==> src/rtl/lut_pkg.sv <==
// lut_pkg: shared state encoding and depth helper for the LUT configuration controller
package lut_pkg;
    typedef enum logic [2:0] {
        UNCONF  = 3'd0,
        PROG    = 3'd1,
        READY   = 3'd2,
        FETCH   = 3'd3,
        CAPTURE = 3'd4,
        RESP    = 3'd5
    } lut_cfg_state_e;
    localparam int DEFAULT_CONTROL_WIDTH = 4;
    localparam int DEPTH = 1 << DEFAULT_CONTROL_WIDTH;
    function automatic int lut_depth(input int control_width);
        return 1 << control_width;
    endfunction
endpackage

==> src/rtl/lut_cfg_ctrl.sv <==
// lut_cfg_ctrl: programs the external LUT memory from a config stream, then serves select lookups
module lut_cfg_ctrl
    import lut_pkg::*;
#(
    parameter int DATA_WIDTH    = 4,
    parameter int CONTROL_WIDTH = 4
) (
    input  logic                     clock,
    input  logic                     reset,
    input  logic                     cfg_start,
    input  logic                     cfg_valid,
    output logic                     cfg_ready,
    input  logic [DATA_WIDTH-1:0]    cfg_data,
    output logic                     cfg_done,
    input  logic                     eval_valid,
    output logic                     eval_ready,
    input  logic [CONTROL_WIDTH-1:0] eval_sel,
    output logic                     res_valid,
    input  logic                     res_ready,
    output logic [DATA_WIDTH-1:0]    res_data,
    output logic                     mem_we,
    output logic [CONTROL_WIDTH-1:0] mem_addr,
    output logic [DATA_WIDTH-1:0]    mem_wdata,
    input  logic [DATA_WIDTH-1:0]    mem_rdata
);
    localparam logic [CONTROL_WIDTH-1:0] LAST = CONTROL_WIDTH'(lut_depth(CONTROL_WIDTH) - 1);
    lut_cfg_state_e state;
    logic [CONTROL_WIDTH-1:0] cnt;
    logic cfg_beat, eval_hs;
    always_comb begin
        cfg_ready  = state == PROG;
        eval_ready = (state == READY) & ~cfg_start;
        cfg_beat   = cfg_valid & cfg_ready;
        eval_hs    = eval_valid & eval_ready;
    end
    always_ff @(posedge clock) begin
        if (reset) begin
            state     <= UNCONF;
            cnt       <= '0;
            cfg_done  <= 1'b0;
            res_valid <= 1'b0;
            res_data  <= '0;
            mem_we    <= 1'b0;
            mem_addr  <= '0;
            mem_wdata <= '0;
        end else begin
            mem_we   <= cfg_beat;
            cfg_done <= cfg_beat && cnt == LAST;
            if (cfg_beat) begin
                mem_addr  <= cnt;
                mem_wdata <= cfg_data;
                cnt       <= cnt + 1'b1;
            end
            if (eval_hs) mem_addr <= eval_sel;
            case (state)
                UNCONF: if (cfg_start) begin
                    state <= PROG;
                    cnt   <= '0;
                end
                PROG: if (cfg_beat && cnt == LAST) state <= READY;
                READY: if (cfg_start) begin
                    state <= PROG;
                    cnt   <= '0;
                end else if (eval_valid) state <= FETCH;
                FETCH: state <= CAPTURE;
                CAPTURE: begin
                    res_data  <= mem_rdata;
                    res_valid <= 1'b1;
                    state     <= RESP;
                end
                RESP: if (res_ready) begin
                    res_valid <= 1'b0;
                    state     <= READY;
                end
                default: state <= UNCONF;
            endcase
        end
    end
endmodule
==> config.mk <==
export PLATFORM = sky130hd
export DESIGN_NAME = lut_cfg_ctrl
export DESIGN_NICKNAME = d
export VERILOG_FILES = /design/src/rtl/lut_pkg.sv /design/src/rtl/lut_cfg_ctrl.sv
export SDC_FILE = /design/constraint.sdc
export NUM_CORES = 1
export LEC_CHECK = 0
export BUFFER_PORTS_ARGS = -buffer_cell sky130_fd_sc_hd__clkbuf_2
export CAP_MARGIN = 25
export CORE_UTILIZATION = 43
export DETAILED_ROUTE_END_ITERATION = 16
export GPL_TIMING_DRIVEN = 0
export PLACE_DENSITY_LB_ADDON = 0.3
export REMOVE_ABC_BUFFERS = 1
export SYNTH_ARGS = -nofsm -noshare
export SYNTH_HDL_FRONTEND = slang
export SYNTH_SLANG_ARGS = --single-unit
==> constraint.sdc <==
create_clock -name clock -period 1.3 [get_ports clock]
set_input_delay 0.13 -clock clock [delete_from_list [all_inputs] [get_ports clock]]
set_output_delay 0.13 -clock clock [all_outputs]
set_load 0.005 [all_outputs]
# Word level (Yosys, flattened, before mapping)

Index checks and enable logic that the tools add are counted.

Input bits: 18
Word-level logic and storage cells: 43
Output and inout bits: 17
Register bits after elaboration: 22

Reduce and logical (&&, ||, !) cells: 7
Bitwise operators: 4
Equal/unequal tests: 10
Multiplexer cells: 13
Add/subtract/negate cells: 1

Operators with widths:

| kind                | number |
|---|---|
| $mux 4              | 5 |
| $pmux 3 s6          | 1 |
| $mux 3              | 5 |
| $eq 3x2->1 const B  | 2 |
| $eq 3x3->1 const B  | 2 |
| $add 4x1->4 const B | 1 |
| $eq 4x4->1 const B  | 1 |
| $ne 2x2->1 const B  | 2 |
| $reduce_and 4->1    | 1 |
| $reduce_bool 2->1   | 2 |
| $and 1x1->1         | 3 |
| $eq 3x1->1 const B  | 1 |
| $logic_not 3->1     | 1 |
| $ne 3x3->1 const B  | 1 |
| $ne 2x1->1 const B  | 1 |
| $pmux 1 s2          | 1 |
| $reduce_and 2->1    | 1 |
| $reduce_or 2->1     | 1 |
| $logic_and 1x1->1   | 1 |
| $mux 1              | 1 |
| $not 1->1           | 1 |

# Logic depth before layout (Yosys ltp)

Depth after elaboration: 5
Depth in mapped cells: 4
Depth with buffers taken out: 4

# Least setup slack after synthesis

Ideal clock, no wire load.

Kind: register to register
Start point: reg state[0]
End point: reg state[1]
Setup slack: 0.070 ns
Buffers on the path: 1
Cell stages (with the launch flop): 5
Clock period less this slack: 1.230 ns
Arrival: 1.118 ns
Setup time: 0.112 ns
Required time: 1.188 ns
Cells stage by stage: dfxtp_1 > buf_6 > nor4b_4 > a31oi_1 > a2111oi_1

Cells in the longest elaborated chain, start to end: 5
Elaborated cells on any way between the ends: 14
Classes of those cells: eq/ne: 9; mux: 1; bitwise: 1; reduce/logical: 3

RTL lines:

| element                    | RTL line                               | source |
|---|---|---|
| start: declaration         | lut_cfg_ctrl.sv:27                     | `lut_cfg_state_e state;` |
| start signal: assignment   | lut_cfg_ctrl.sv:38                     | `state <= UNCONF;` |
| start signal: assignment   | lut_cfg_ctrl.sv:57                     | `state <= PROG;` |
| start signal: assignment   | lut_cfg_ctrl.sv:60                     | `PROG: if (cfg_beat && cnt == LAST) state <= READY;` |
| $eq 3x1->1                 | lut_cfg_ctrl.sv:31, lut_cfg_ctrl.sv:55 |  |
| $and 1x1->1                | lut_cfg_ctrl.sv:33                     | `cfg_beat = cfg_valid & cfg_ready;` |
| $logic_and 1x1->1          | lut_cfg_ctrl.sv:60                     |  |
| $ne 2x1->1 (no line)       | -                                      |  |
| $reduce_and 4->1 (no line) | -                                      |  |

Parallel ways exist; a longest one is shown, timed or not.
A chain may end at the register's enable or synchronous reset.

# Worst setup path after layout

Start point: reg state[2]
End point: reg mem_addr[1]

Cells in the longest elaborated chain, start to end: 4
Elaborated cells on any way between the ends: 7
Classes of those cells: eq/ne: 2; mux: 1; bitwise: 3; reduce/logical: 1

RTL lines:

| element                                            | RTL line           | source |
|---|---|---|
| $eq 3x2->1                                         | lut_cfg_ctrl.sv:32 | `eval_ready = (state == READY) & ~cfg_start;` |
| $and 1x1->1                                        | lut_cfg_ctrl.sv:32 |  |
| $and 1x1->1                                        | lut_cfg_ctrl.sv:34 | `eval_hs = eval_valid & eval_ready;` |
| $mux 4 / $reduce_bool 2->1 (equally long branches) | -                  |  |
| end signal: assignment                             | lut_cfg_ctrl.sv:50 | `mem_addr <= cnt;` |
| end signal: assignment                             | lut_cfg_ctrl.sv:54 | `if (eval_hs) mem_addr <= eval_sel;` |
| end: declaration                                   | lut_cfg_ctrl.sv:22 | `output logic [CONTROL_WIDTH-1:0] mem_addr,` |

Parallel ways exist; a longest one is shown, timed or not.

==> flow_metrics.env <==
export IMPL_maxSlewViolCount=0
export IMPL_critical_path_buf_inv_count=0
export IMPL_pin_count=35
export IMPL_critical_path_class="reg -> reg"
export IMPL_drv_cap=0
export IMPL_synth_compound_area_share_pct=15.9
export IMPL_first_pass_iters=4
export IMPL_cp_start_kind="register"
export IMPL_clock_skew_ns=0.00414
export IMPL_min_period_ns=1.30
export IMPL_dp_cells=167
export IMPL_hold_buffers=0
export IMPL_syn_inst=112
export IMPL_grt_overflow=0
export IMPL_vias=957
export IMPL_seq_area_frac_synth_pct=43.7
export IMPL_final_nets=170
export IMPL_worstSkewPairLatency_ns=0.31
export IMPL_wl_per_cell_um=12.2
export IMPL_placed_area_um2=1170
export IMPL_clock_sinks=22
export IMPL_synthXorXnorAreaFrac_pct=0.868
export IMPL_path_max_fanout=10
export IMPL_die_h_um=50.4
export IMPL_start_util_pct=45.6
export IMPL_synth_seq_cells=22
export IMPL_layoutNonFillerInstCount=178
export IMPL_p_leak_nw=0.542
export IMPL_gp_congestion=0.785
export IMPL_setup_slack_ns=0.00189
export IMPL_yosysTopAreaCellShare_pct=43.7
export IMPL_cts_tree="built"
export IMPL_cellPowerDensity_nw_per_um2=1100
export IMPL_synth_cell_types=34
export IMPL_rsz0062_at_grt="yes"
export IMPL_setup_viol=0
export IMPL_routed_wl_um=2180
export IMPL_timing_fmax_ghz=0.770
export IMPL_tightest_slew_ns=0.389
export IMPL_status="complete, no violations"
export IMPL_yosys_area_share_simple_pct=28.0
export IMPL_cts_reportedPaths_clkPinSlew_ns=0.12
export IMPL_peakVddDrop_v=0.000843
export IMPL_final_layout_size_suffix_gt1_share_pct=42.0
export IMPL_die_area_um2=2540
export IMPL_ys_top_cells_by_area="dfxtp_1 (44%), nand2_1 (5.6%), a21oi_1 (4.5%)"
export IMPL_synth_top_family_by_area="simple AND/OR/NAND/NOR gates"
export IMPL_drc_errors=0
export IMPL_gr_usage_all_layers_pct=18.7
export IMPL_grt_pass1_wl_um=3620
export IMPL_finalCritPeriodShare_pct=99.9
export IMPL_fin_area_um2=1340
export IMPL_finalSetupTns_ns=0
export IMPL_grt_max_degree=19
export IMPL_most_common_layout_cells="clkbuf_2 (33), dfxtp_1 (17), nand2_1 (15), nor2_1 (10), a21oi_1 (8)"
export IMPL_htreeDepth=1
export IMPL_vias_per_cell=5.38
export IMPL_antenna_found_initial=0
export IMPL_hold_violations=0
export IMPL_ant_nets=0
export IMPL_clk_path_buf_depth=2
export IMPL_yosysTopAreaCell="dfxtp_1"
export IMPL_dp_slack_ns=-0.572
export IMPL_crit_family="simple AND/OR/NAND/NOR gates"
export IMPL_critical_path_slowest_cell="or3_4"
export IMPL_synthMuxAreaShare_pct=3.97
export IMPL_required_ns=1.53
export IMPL_hpwl_um=1490
export IMPL_max_stage_delay_ns=0.43
export IMPL_grt_pass1_vias=843
export IMPL_rows=17
export IMPL_cp_arrival_ns=1.53
export IMPL_core_area_um2=2210
export IMPL_port_buffers=34
export IMPL_area_growth_pct=33.1
export IMPL_diodes=0
export IMPL_ctsRootBufferMaster="clkbuf_4"
export IMPL_syn_area_um2=1010
export IMPL_synth_fa_ha_area_share_pct=1.24
export IMPL_mostFrequentLayoutCell="clkbuf_2"
export IMPL_syn_avg_cell_area_um2=9.00
export IMPL_cts_made_buffers=3
export IMPL_chipWidth_um=50.4
export IMPL_endpoint_kind="register"
export IMPL_yosysWarnings=0
export IMPL_hp_class="in -> reg"
export IMPL_drt_first_iter_violations=14
export IMPL_max_slew_margin_pct=73.7
export IMPL_crit_chain="or3_4 > a2bb2oi_1 > a211oi_1"
stage by stage:
| stage | hold WS (ns) | util [%] | power (mW) |
|---|---|---|---|
| 2_1_floorplan | 0.199 | - | 0.840 |
| 3_3_place_gp | 0.354 | 52.8 | 0.915 |
| 3_5_place_dp | 0.368 | 52.8 | 0.922 |
| 4_1_cts | 0.0246 | 57.8 | 1.46 |
| 5_1_grt | 0.0221 | 60.7 | 1.55 |
| 6_report | 0.0293 | 60.7 | 1.48 |
worst reg2reg max path: stages, from the launching register on:
cell and delay (ns):
dfxtp_4 0.41, or3_4 0.43, a2bb2oi_1 0.16, a211oi_1 0.23
power by group:
part	leakage, nW	internal [mW]	switching, mW
clock	0.0279	0.312	0.208
combinational	0.332	0.118	0.101
sequential	0.182	0.698	0.0383
total	0.542	1.13	0.347
cells by family (layout without fill, tap and decap cells):
logic type                 Yosys count  count (layout)
DFF                                 22              22
and+or+nand+nor                     48              48
xor gates and xnor gates             1               1
AOI/OAI and AO/OA                   24              24
adders and majority gates            1               1
muxes                                4               4
buffers and inverters               12              50
sequential cells by signal (all words and copies together), names as in the netlist:
register	count
cnt	4
mem_wdata	4
cfg_done	1
res_valid	1
res_data	4
mem_we	1
mem_addr	4
state	3
path summary, 6_finish.rpt:
kind,from,endpoint,slack [ns],cells after the start
max,state[2],mem_addr[1],0.002,3
min,cfg_data[2],mem_wdata[2],0.03,3
max reg2reg,state[2],mem_addr[1],0.002,3
min reg2reg,mem_wdata[1],mem_wdata[1],0.47,2
layer usage:
metal | up-vias | global-route usage, % | share of wire, % | wire length [um]
li1 | 480 | - | - | -
met1 | 434 | 23.2 | 45 | 982
met2 | 37 | 31.8 | 47 | 1020
met3 | 6 | 2.73 | 6.0 | 130
met4 | 0 | 8.33 | 2.1 | 45
met5 | - | 0 | 0 | 0
repair_timing:
item                                    in CTS  in global routing
cloned                                       0                  0
pin swaps                                    3                  2
resized for setup                           13                  9
endpoints found under the setup margin      21                  9
buffers inserted                             2                  5
final cells by class:
| class | count | area [um^2] |
|---|---|---|
| multi-input cells | 78 | 557 |
| well taps | 28 | 35.0 |
| clock inverters | 1 | 30.0 |
| fillers | 204 | 870 |
| clock buffers | 3 | 22.5 |
| inverters | 5 | 18.8 |
| flip-flops and latches | 22 | 457 |
| repair buffers | 41 | 223 |
synthesized netlist by cell type, drive strengths merged:
cell and count:
a31o 1, dfxtp 22, a2111oi 3, nand4 3
mux2i 4, or2 1, a2bb2oi 1, nor3 4
a31oi 4, a21oi 9, and2 2, nand2 15
and4 1, xnor2 1, inv 5, or3 2
buf 5, and4bb 1, o211ai 1, nor2 11
ha 1, o21ai 1, clkbuf 2, nand3b 2
a21o 3, nand4bb 1, a211oi 1, nand3 1
nor4b 2, nor3b 1, nand2b 1
(Power assumes the default switching activity.)
